[config.mk]
export PLATFORM = sky130hd
export DESIGN_NAME = puf_eval_ctrl
export DESIGN_NICKNAME = d
export VERILOG_FILES = /design/src/rtl/puf_ctrl_pkg.sv /design/src/rtl/puf_window_timer.sv /design/src/rtl/puf_eval_ctrl.sv
export SDC_FILE = /design/constraint.sdc
export NUM_CORES = 1
export LEC_CHECK = 0
export CAP_MARGIN = 40
export CORE_MARGIN = 8
export CORE_UTILIZATION = 39
export DETAILED_ROUTE_END_ITERATION = 6
export SLEW_MARGIN = 20
export SYNTH_ARGS = -nofsm -noshare
export SYNTH_HDL_FRONTEND = slang
export SYNTH_HIERARCHICAL = 1
export SYNTH_SLANG_ARGS = --single-unit
[constraint.sdc]
create_clock -name clk -period 3.42 [get_ports clk]
set_clock_uncertainty 0.15 [all_clocks]
set_input_delay 0.684 -clock clk [delete_from_list [all_inputs] [get_ports clk]]
set_output_delay 0.684 -clock clk [all_outputs]
set_load 0.03 [all_outputs]
[src/rtl/puf_ctrl_pkg.sv]
// Shared types, default parameters and the pair-select rule for the RO-PUF evaluation controller.
package puf_ctrl_pkg;

  typedef enum logic [2:0] {
    ST_IDLE   = 3'd0,
    ST_CLEAR  = 3'd1,
    ST_RUN    = 3'd2,
    ST_SETTLE = 3'd3,
    ST_SAMPLE = 3'd4,
    ST_DONE   = 3'd5
  } state_t;

  localparam int DEF_RESP_BITS = 8;
  localparam int DEF_WINDOW    = 1024;
  localparam int DEF_SETTLE    = 4;
  localparam int DEF_MARGIN    = 16;
  localparam int DEF_CW        = 16;

  // Offsets both bases by idx; a colliding B index is bumped so a pair never compares an oscillator with itself.
  function automatic logic [7:0] pair_sel(input logic [3:0] base_a, input logic [3:0] base_b,
                                          input logic [3:0] idx);
    logic [3:0] a;
    logic [3:0] b;
    a = base_a + idx;
    b = base_b + idx;
    if (a == b) begin
      b = a + 4'd1;
    end else begin
      b = b;
    end
    return {a, b};
  endfunction

endpackage

[src/rtl/puf_window_timer.sv]
// Loadable down-counter with a zero flag; times both the RUN window and the SETTLE gap.
module puf_window_timer #(
  parameter int TW = 11
) (
  input  logic          clk,
  input  logic          rst_n,
  input  logic          load,
  input  logic [TW-1:0] load_val,
  input  logic          dec,
  output logic          zero
);

  logic [TW-1:0] cnt_r;

  // Count register: load has priority, decrement stops at zero.
  always_ff @(posedge clk or posedge rst_n) begin
    if (rst_n) begin
      cnt_r <= {TW{1'b0}};
    end else if (load) begin
      cnt_r <= load_val;
    end else if (dec && (cnt_r != {TW{1'b0}})) begin
      cnt_r <= cnt_r - {{(TW-1){1'b0}}, 1'b1};
    end
  end

  assign zero = (cnt_r == {TW{1'b0}});

endmodule

[src/rtl/puf_eval_ctrl.sv]
// Sequences one timed oscillator-pair evaluation per response bit and collects the response word.
// rst_n is an active-high asynchronous reset in this codebase.
module puf_eval_ctrl
  import puf_ctrl_pkg::*;
#(
  parameter int RESP_BITS = DEF_RESP_BITS,
  parameter int WINDOW    = DEF_WINDOW,
  parameter int SETTLE    = DEF_SETTLE,
  parameter int MARGIN    = DEF_MARGIN,
  parameter int CW        = DEF_CW
) (
  input  logic                 clk,
  input  logic                 rst_n,
  input  logic                 start,
  input  logic                 abort,
  input  logic [7:0]           challenge,
  output logic [3:0]           sel_a,
  output logic [3:0]           sel_b,
  output logic                 osc_en,
  output logic                 cnt_clr,
  input  logic [CW-1:0]        count_a,
  input  logic [CW-1:0]        count_b,
  output logic                 busy,
  output logic                 resp_valid,
  input  logic                 resp_ready,
  output logic [RESP_BITS-1:0] response,
  output logic [RESP_BITS-1:0] unreliable
);

  localparam int TMAX = (WINDOW > SETTLE) ? WINDOW : SETTLE;
  localparam int TW   = $clog2(TMAX + 1);

  state_t        state_r;
  logic [3:0]    idx_r;
  logic [7:0]    ch_r;
  logic          tmr_load_s;
  logic [TW-1:0] tmr_val_s;
  logic          tmr_dec_s;
  logic          tmr_zero_s;
  logic [CW:0]   diff_s;
  logic          gt_s;
  logic          unrel_s;
  logic          last_s;

  puf_window_timer #(.TW(TW)) u_timer (
    .clk      (clk),
    .rst_n    (rst_n),
    .load     (tmr_load_s),
    .load_val (tmr_val_s),
    .dec      (tmr_dec_s),
    .zero     (tmr_zero_s)
  );

  // Timer control: CLEAR arms the window, the last RUN cycle re-arms for the settle gap.
  always_comb begin
    tmr_load_s = 1'b0;
    tmr_val_s  = {TW{1'b0}};
    tmr_dec_s  = 1'b0;
    case (state_r)
      ST_CLEAR: begin
        tmr_load_s = 1'b1;
        tmr_val_s  = TW'(WINDOW - 1);
      end
      ST_RUN: begin
        if (tmr_zero_s) begin
          tmr_load_s = 1'b1;
          tmr_val_s  = TW'(SETTLE - 1);
        end else begin
          tmr_dec_s = 1'b1;
        end
      end
      ST_SETTLE: tmr_dec_s = 1'b1;
      default:   tmr_dec_s = 1'b0;
    endcase
  end

  // Bit decision: widened difference so a large spread never wraps below the margin.
  always_comb begin
    gt_s = (count_a > count_b);
    if (gt_s) begin
      diff_s = {1'b0, count_a} - {1'b0, count_b};
    end else begin
      diff_s = {1'b0, count_b} - {1'b0, count_a};
    end
    unrel_s = (diff_s < (CW+1)'(MARGIN)) || (&count_a) || (&count_b) || (count_a == count_b);
    last_s  = (idx_r == 4'(RESP_BITS - 1));
  end

  // Main sequencer with registered outputs; abort outranks start and the DONE handshake.
  always_ff @(posedge clk or posedge rst_n) begin
    if (rst_n) begin
      state_r    <= ST_IDLE;
      idx_r      <= 4'd0;
      ch_r       <= 8'd0;
      sel_a      <= 4'd0;
      sel_b      <= 4'd0;
      osc_en     <= 1'b0;
      cnt_clr    <= 1'b0;
      busy       <= 1'b0;
      resp_valid <= 1'b0;
      response   <= {RESP_BITS{1'b0}};
      unreliable <= {RESP_BITS{1'b0}};
    end else if (abort && (state_r != ST_IDLE)) begin
      state_r    <= ST_IDLE;
      osc_en     <= 1'b0;
      cnt_clr    <= 1'b0;
      busy       <= 1'b0;
      resp_valid <= 1'b0;
      response   <= {RESP_BITS{1'b0}};
      unreliable <= {RESP_BITS{1'b0}};
    end else begin
      case (state_r)
        ST_IDLE: begin
          if (start && !abort) begin
            ch_r           <= challenge;
            idx_r          <= 4'd0;
            response       <= {RESP_BITS{1'b0}};
            unreliable     <= {RESP_BITS{1'b0}};
            {sel_a, sel_b} <= pair_sel(challenge[3:0], challenge[7:4], 4'd0);
            cnt_clr        <= 1'b1;
            busy           <= 1'b1;
            state_r        <= ST_CLEAR;
          end
        end
        ST_CLEAR: begin
          cnt_clr <= 1'b0;
          osc_en  <= 1'b1;
          state_r <= ST_RUN;
        end
        ST_RUN: begin
          if (tmr_zero_s) begin
            osc_en  <= 1'b0;
            state_r <= ST_SETTLE;
          end
        end
        ST_SETTLE: begin
          if (tmr_zero_s) begin
            state_r <= ST_SAMPLE;
          end
        end
        ST_SAMPLE: begin
          for (int i = 0; i < RESP_BITS; i++) begin
            if (idx_r == 4'(i)) begin
              response[i]   <= gt_s;
              unreliable[i] <= unrel_s;
            end
          end
          if (last_s) begin
            resp_valid <= 1'b1;
            state_r    <= ST_DONE;
          end else begin
            idx_r          <= idx_r + 4'd1;
            {sel_a, sel_b} <= pair_sel(ch_r[3:0], ch_r[7:4], idx_r + 4'd1);
            cnt_clr        <= 1'b1;
            state_r        <= ST_CLEAR;
          end
        end
        ST_DONE: begin
          if (resp_ready) begin
            resp_valid <= 1'b0;
            busy       <= 1'b0;
            state_r    <= ST_IDLE;
          end
        end
        default: begin
          state_r    <= ST_IDLE;
          osc_en     <= 1'b0;
          cnt_clr    <= 1'b0;
          busy       <= 1'b0;
          resp_valid <= 1'b0;
        end
      endcase
    end
  end

endmodule

==> results of run 1 <==
## final cells by class
type                       instances  area, um2  area share, %
inverter                          62      232.7          3.242
timing repair buffer             188       1694          23.60
sequential                        54       1351          18.83
tap                              172      215.2          2.998
clock buffer                       5      125.1          1.743
multi-input combinational        474       3535          49.24
clock inverter                     3      25.02         0.3486
## cells in the final DEF, fill, tap and decap left out, types with 6 or more instances in the layout
master           instances
a21o_1                   8
a21oi_1                 58
a21oi_2                  6
a31oi_1                 10
buf_4                  107
buf_6                    8
clkdlybuf4s50_1         46
dfrtp_1                 54
dlymetal6s2s_1          26
ha_1                    30
ha_4                    14
inv_1                   46
inv_2                   15
mux2_2                  16
mux2i_1                  6
nand2_1                 60
nand3_1                 12
nand4_1                 16
nor2_1                  43
nor3_1                   9
nor4_1                   6
o21ai_0                 33
o21ai_1                 10
o31ai_1                  6
xnor2_1                 19
xor2_1                  17
## cells by family (layout without fill, tap and decap cells)
logic type / Yosys count / count (layout) / synth area share (%)
AOI/OAI and AO/OA: 179 / 179 / 23.07
xor gates and xnor gates: 36 / 36 / 6.327
adders and majority gates: 47 / 47 / 12.10
buffers and inverters: 86 / 258 / 7.030
DFF: 54 / 54 / 27.12
muxes: 24 / 24 / 5.272
other: 1 / 1 / 0.07525
and+or+nand+nor: 187 / 187 / 19.01
## power groups by stage
stage / clock network (mW) / registers [mW] / logic (mW)
2_1_floorplan: 0 / 1.24 / 1.42
3_3_place_gp: 0 / 1.09 / 2.31
3_5_place_dp: 0 / 1.10 / 2.36
4_1_cts: 0.543 / 1.08 / 2.37
5_1_grt: 0.566 / 1.12 / 2.66
6_report: 0.524 / 1.08 / 2.42
## through the flow
stage / TNS, ps / worst slack, ps
finish: 0 / 127.1
CTS: 0 / 9.104
detailed placement: -2703 / -329.1
global route: -0.2032 / -0.2032
global placement: -2188 / -254.4
floorplan: 0 / 448.5
## state kept, by name (all words and copies together) (netlist names), 3 cells and up
name           cells
u_timer/cnt_r     11
ch_r               8
response           8
unreliable         8
idx_r              4
sel_a              4
sel_b              4
state_r            3
## worst register-to-register path: stages, from the launching register on
cell and delay (ps):
dfrtp_1 440, inv_1 140, ha_1 370, inv_1 110, fa_1 410, xor2_1 360
xnor2_1 180, nor4_4 470, mux2i_1 260, o221ai_1 130
## what timing repair did
item / CTS / global route
endpoints found under the setup margin: 0 / 8
resized for setup: 0 / 86
buffers inserted: 0 / 4
## routing by layer
layer | routed length (um) | track usage [%] | vias to the layer above | part of all wire, %
met4 | 508 | 7.740 | 0 | 3.3
li1 | - | - | 2515 | -
met3 | 633 | 2.712 | 32 | 4.1
met5 | 0 | 0 | - | 0
met2 | 7705 | 31.93 | 133 | 50
met1 | 6590 | 20.93 | 2370 | 43
## how the worst min path moves through the flow
stage / start / to / slack (ps) / cells past startpoint
after floorplan: ch_r[2] / ch_r[2] / 340 / 1
after global placement: sel_a[1] / sel_a[1] / 320 / 2
after detailed placement: sel_a[1] / sel_a[1] / 320 / 2
after CTS: sel_a[1] / sel_a[1] / 340 / 2
after global routing: sel_b[0] / sel_b[0] / 380 / 2
final: sel_a[1] / sel_a[1] / 330 / 2
==> results.json, run 1 <==
{
  "path_max_fanout": 8,
  "post-route-util_pct": 57.11,
  "min_path_type": "reg -> reg",
  "synth_top_area_share_pct": 27.12,
  "netlist_instances": 614,
  "insertion_delay_ps": 300,
  "setup_viol": 0,
  "fillerInstances": 1128,
  "numCtsBuffers": 5,
  "critPathBufInv": 3,
  "cts_tree": "built",
  "worstSetupPathType": "in -> reg",
  "stdcell_count": 958,
  "endpoint": "unreliable[0]",
  "ys_top_cells_by_count": "a21oi_1, inv_1, nand2_1, dfrtp_1",
  "gr-total-overflow": 0,
  "hold_slack_ps": 333.9,
  "synth_most_common_cell": "a21oi_1",
  "io_pins": 73,
  "maxCapViolCount": 0,
  "swShare_pct": 44.81,
  "slowest_delay_ps": 530,
  "hpwlAfterDp_um": 12410,
  "synthArstFlopShare_pct": 100.0,
  "drc": 0,
  "vias": 5050,
  "path_depth": 10,
  "cp.arrival_ps": 3370,
  "drive_gt1_share_pct": 26.46,
  "regToRegSetupSlack_ps": 280,
  "syn_area_um2": 4984,
  "crit_required_ps": 3490,
  "comb_power_share_pct": 60.1,
  "irDropWorstVdd_mv": 0.2456,
  "total_power_mw": 4.026,
  "cp-end-kind": "flip-flop",
  "crit_family": "simple AND/OR/NAND/NOR gates",
  "dieArea_um2": 16650,
  "netlist_top_cells_area": "dfrtp_1, ha_1, a21oi_1",
  "dpl_cell_area_um2": 6650,
  "ys_ff_latch": 54,
  "yosysSeqAreaShare_pct": 27.12,
  "cts_sinks": 54,
  "worstMarginPinSlew_ps": 658.2,
  "rr_worst_depth": 9,
  "period_share_pct": 96.28,
  "critPathLaunch": "count_b[12]",
  "synth_edf_count": 0,
  "yosys.area.top_type": "dfrtp_1",
  "leakagePower_nw": 3.398,
  "syn_avg_cell_area_um2": 8.116,
  "final_max_slew_viol_count": 0,
  "firstDrtPassIters": 5,
  "cts_root_buffer": "clkbuf_16",
  "cp_cell_sequence": "clkdlybuf4s50_1, ha_4, buf_6, buf_4, or4_4, a22o_1, nor4_2, o2111a_2, o211ai_4, a31oi_1",
  "crit_slowest_cell": "or4_4",
  "maxSlewHeadroom_pct": 55.96,
  "nets": 877,
  "grt_pass1_vias": 4993,
  "start_util_pct": 39.65,
  "fmax_ghz": 0.3037,
  "ys_types": 73,
  "via_per_inst": 5.271,
  "power.density_nw_per_um2": 560.9,
  "switchingPower_mw": 1.804,
  "h-tree-depth": 2,
  "io_buffers": 72,
  "place_inst": 946,
  "grt.total_usage_pct": 17.92,
  "coreArea_um2": 12570,
  "cts_hold_buf": 0,
  "ys_warn_count": 6,
  "routed_wl_um": 15440,
  "fin_crit_ps": 3293,
  "die_h_um": 129.0,
  "p_clk_share_pct": 13.0,
  "area_growth_pct": 44.04,
  "die_x_um": 129.0,
  "antenna_found_initial": 0,
  "grt_pass1_wl_um": 24160,
  "status": "finished, final reports clean",
  "num_rows": 41,
  "final_area_um2": 7178,
  "antenna_left": 0,
  "clk_transition_reported_paths_ps": 70,
  "internal_power_mw": 2.222,
  "seqPwrFrac_pct": 26.9,
  "synthFlopType": "dfrtp_1",
  "synth_nets": 706,
  "grt_max_degree": 19,
  "gp_congestion": 0.9359,
  "drt_iter0_drc": 270,
  "wire_per_inst_um": 16.12,
  "antenna_cells": 0,
  "clockBufferDepth": 2,
  "finalHoldViolCount": 0,
  "r2r-end": "sel_b[0]",
  "reg2reg_from": "idx_r[0]",
  "cp-start-kind": "input port"
}
Power figures use the tool's default switching activity.
==> run 2: changes to the inputs <==
--- a/config.mk
+++ b/config.mk
@@ -6,9 +6,12 @@
 export NUM_CORES = 1
 export LEC_CHECK = 0
 export CAP_MARGIN = 40
+export CELL_PAD_IN_SITES_DETAIL_PLACEMENT = 1
+export CELL_PAD_IN_SITES_GLOBAL_PLACEMENT = 2
 export CORE_MARGIN = 8
-export CORE_UTILIZATION = 39
+export CORE_UTILIZATION = 33
 export DETAILED_ROUTE_END_ITERATION = 6
+export PLACE_DENSITY_LB_ADDON = 0.1
 export SLEW_MARGIN = 20
 export SYNTH_ARGS = -nofsm -noshare
 export SYNTH_HDL_FRONTEND = slang
==> run 2 against run 1 <==
Compared with the run above: utilization shrank 9.7 points; die area grew 16%; count of clock-buffer cells in the layout grew 1; cell area shrank 1.0%; critical path depth grew 2; sequential share of layout area grew 0.20 points; clock power grew 17%; setup slack lost 27 ps; hold slack gained 4.0 ps; via count grew 1.6%; sequential power is essentially flat; global-route usage grew 0.33 points; largest cell class unchanged; highest routed layer unchanged.
==> results.json, run 2 (synthesis results as in run 1) <==
{
  "finalHoldViolCount": 0,
  "h-tree-depth": 2,
  "cpMostUsedCell": "buf_4",
  "cp_cell_sequence": "clkdlybuf4s50_1, ha_1, buf_4, a21o_1, o21bai_2, a221oi_2, xor2_1, nand4_1, o31ai_2, buf_4, o211ai_4, a31oi_1",
  "switchingPower_mw": 1.861,
  "antenna_found_initial": 0,
  "reg2reg_from": "idx_r[0]",
  "insertion_delay_ps": 300,
  "grt_pass1_wl_um": 28930,
  "die_x_um": 138.9,
  "min_path_type": "reg -> reg",
  "min_delay_worst_endpoint": "sel_a[1]",
  "p_clk_share_pct": 14.8,
  "irDropWorstVdd_mv": 0.2375,
  "cp.arrival_ps": 3390,
  "seqPwrFrac_pct": 26.2,
  "slowest_delay_ps": 430,
  "cts_root_buffer": "clkbuf_16",
  "fmax_ghz": 0.3013,
  "largest_reg_flops": 11,
  "wire_per_inst_um": 18.47,
  "fin_crit_ps": 3319,
  "final_area_um2": 7103,
  "vias": 5129,
  "coreArea_um2": 14980,
  "io_buffers": 72,
  "clockBufferDepth": 2,
  "dr.max_layer_used": "met4",
  "cp-end-kind": "flip-flop",
  "nets": 869,
  "drive_gt1_share_pct": 24.81,
  "num_rows": 45,
  "drt_iter0_drc": 205,
  "start_util_pct": 33.27,
  "path_max_fanout": 8,
  "route.met2.wl_um": 9249,
  "crit_slowest_cell": "clkdlybuf4s50_1",
  "critPathBufInv": 3,
  "worstHoldStart": "sel_a[1]",
  "dpl_cell_area_um2": 6626,
  "hpwlAfterDp_um": 14530,
  "met1Wirelength_um": 7832,
  "area_growth_pct": 42.53,
  "setup_ws_ps": 100.6,
  "routed_wl_um": 17840,
  "maxCapViolCount": 0,
  "grt.total_usage_pct": 18.25,
  "status": "finished, final reports clean",
  "via_per_inst": 5.310,
  "die_h_um": 138.9,
  "top_register": "u_timer/cnt_r",
  "pre_cts_slack_ps": -388.9,
  "gp_congestion": 0.8775,
  "cts_sinks": 54,
  "comb_power_share_pct": 59.0,
  "place_inst": 957,
  "cp-start-kind": "input port",
  "crit_family": "compound AO/OA/AOI/OAI gates",
  "stdcell_count": 966,
  "hold_depth": 2,
  "internal_power_mw": 2.305,
  "antenna_left": 0,
  "maxSlewHeadroom_pct": 57.30,
  "period_share_pct": 97.06,
  "gr-total-overflow": 0,
  "io_pins": 73,
  "antenna_cells": 0,
  "worstSetupPathType": "in -> reg",
  "numCtsBuffers": 5,
  "grt_pass1_vias": 5598,
  "r2r-end": "sel_b[0]",
  "worstMarginPinSlew_ps": 637.0,
  "rr_worst_depth": 9,
  "final_common_cell": "buf_4",
  "dieArea_um2": 19290,
  "regToRegSetupSlack_ps": 300,
  "layout_common_cells": "buf_4, clkdlybuf4s50_1, nand2_1, a21oi_1, inv_1",
  "final_max_slew_viol_count": 0,
  "drc": 0,
  "grt_max_degree": 30,
  "clk_transition_reported_paths_ps": 80,
  "setup_viol": 0,
  "met3_length_um": 428,
  "firstDrtPassIters": 4,
  "crit_required_ps": 3490,
  "cts_tree": "built",
  "swShare_pct": 44.67,
  "leakagePower_nw": 3.238,
  "hold_slack_ps": 337.9,
  "power.density_nw_per_um2": 586.5
}
-- run 2: per-layer routing --
metal | up-vias | global-route usage (%)
met5 | - | 0
met2 | 94 | 33.74
met4 | 0 | 4.622
met1 | 2524 | 21.95
li1 | 2497 | -
met3 | 14 | 2.031
-- run 2: repair_timing --
item / 4_1_cts / 5_1_grt
pin swaps: 1 / 18
gates resized for setup: 6 / 55
hold buffers: 0 / 0
endpoints found under the hold margin: 0 / 0
endpoints found under the setup margin: 8 / 8
buffers inserted: 0 / 1
-- run 2: cell type report --
class,count,area [um2]
clock inverter,2,38.79
clock buffer,6,138.9
tap,188,235.2
multi-input combinational,474,3550
inverter,62,234.0
timing repair buffer,180,1555
fill,1815,7874
sequential,54,1351
-- run 2: worst min-delay path: cells and delay by family (launching register included) --
family | cells | cell delay, ps
AOI/OAI and AO/OA | 1 | 60
and+or+nand+nor | 1 | 50
DFF | 1 | 350
-- run 2: power groups by stage --
stage,Sequential [mW],Combinational (mW),Clock (mW)
6_report,1.09,2.46,0.615
3_5_place_dp,1.10,2.41,0
3_3_place_gp,1.09,2.35,0
4_1_cts,1.09,2.43,0.635
2_1_floorplan,1.24,1.42,0
5_1_grt,1.13,2.71,0.659
-- run 2: per-stage QoR --
step / util [%] / TNS [ps] / power (mW)
after floorplan: - / 0 / 2.662
after global placement: 44.24 / -2456 / 3.435
after detailed placement: 44.24 / -3113 / 3.515
after CTS: 45.56 / 0 / 4.160
after global routing: 47.43 / -104.2 / 4.492
final: 47.43 / 0 / 4.166
-- run 2: how the worst max path moves through the flow --
stage                from       endpoint  slack [ps]  cells after the start
6_report       count_b[7]  unreliable[4]         100                     12
5_1_grt        count_a[5]  unreliable[4]         -60                     13
4_1_cts        count_b[1]  unreliable[4]           2                     11
3_5_place_dp   count_b[2]  unreliable[4]        -390                     13
3_3_place_gp   count_b[2]  unreliable[1]        -310                     13
2_1_floorplan  count_a[1]  unreliable[0]         450                     11
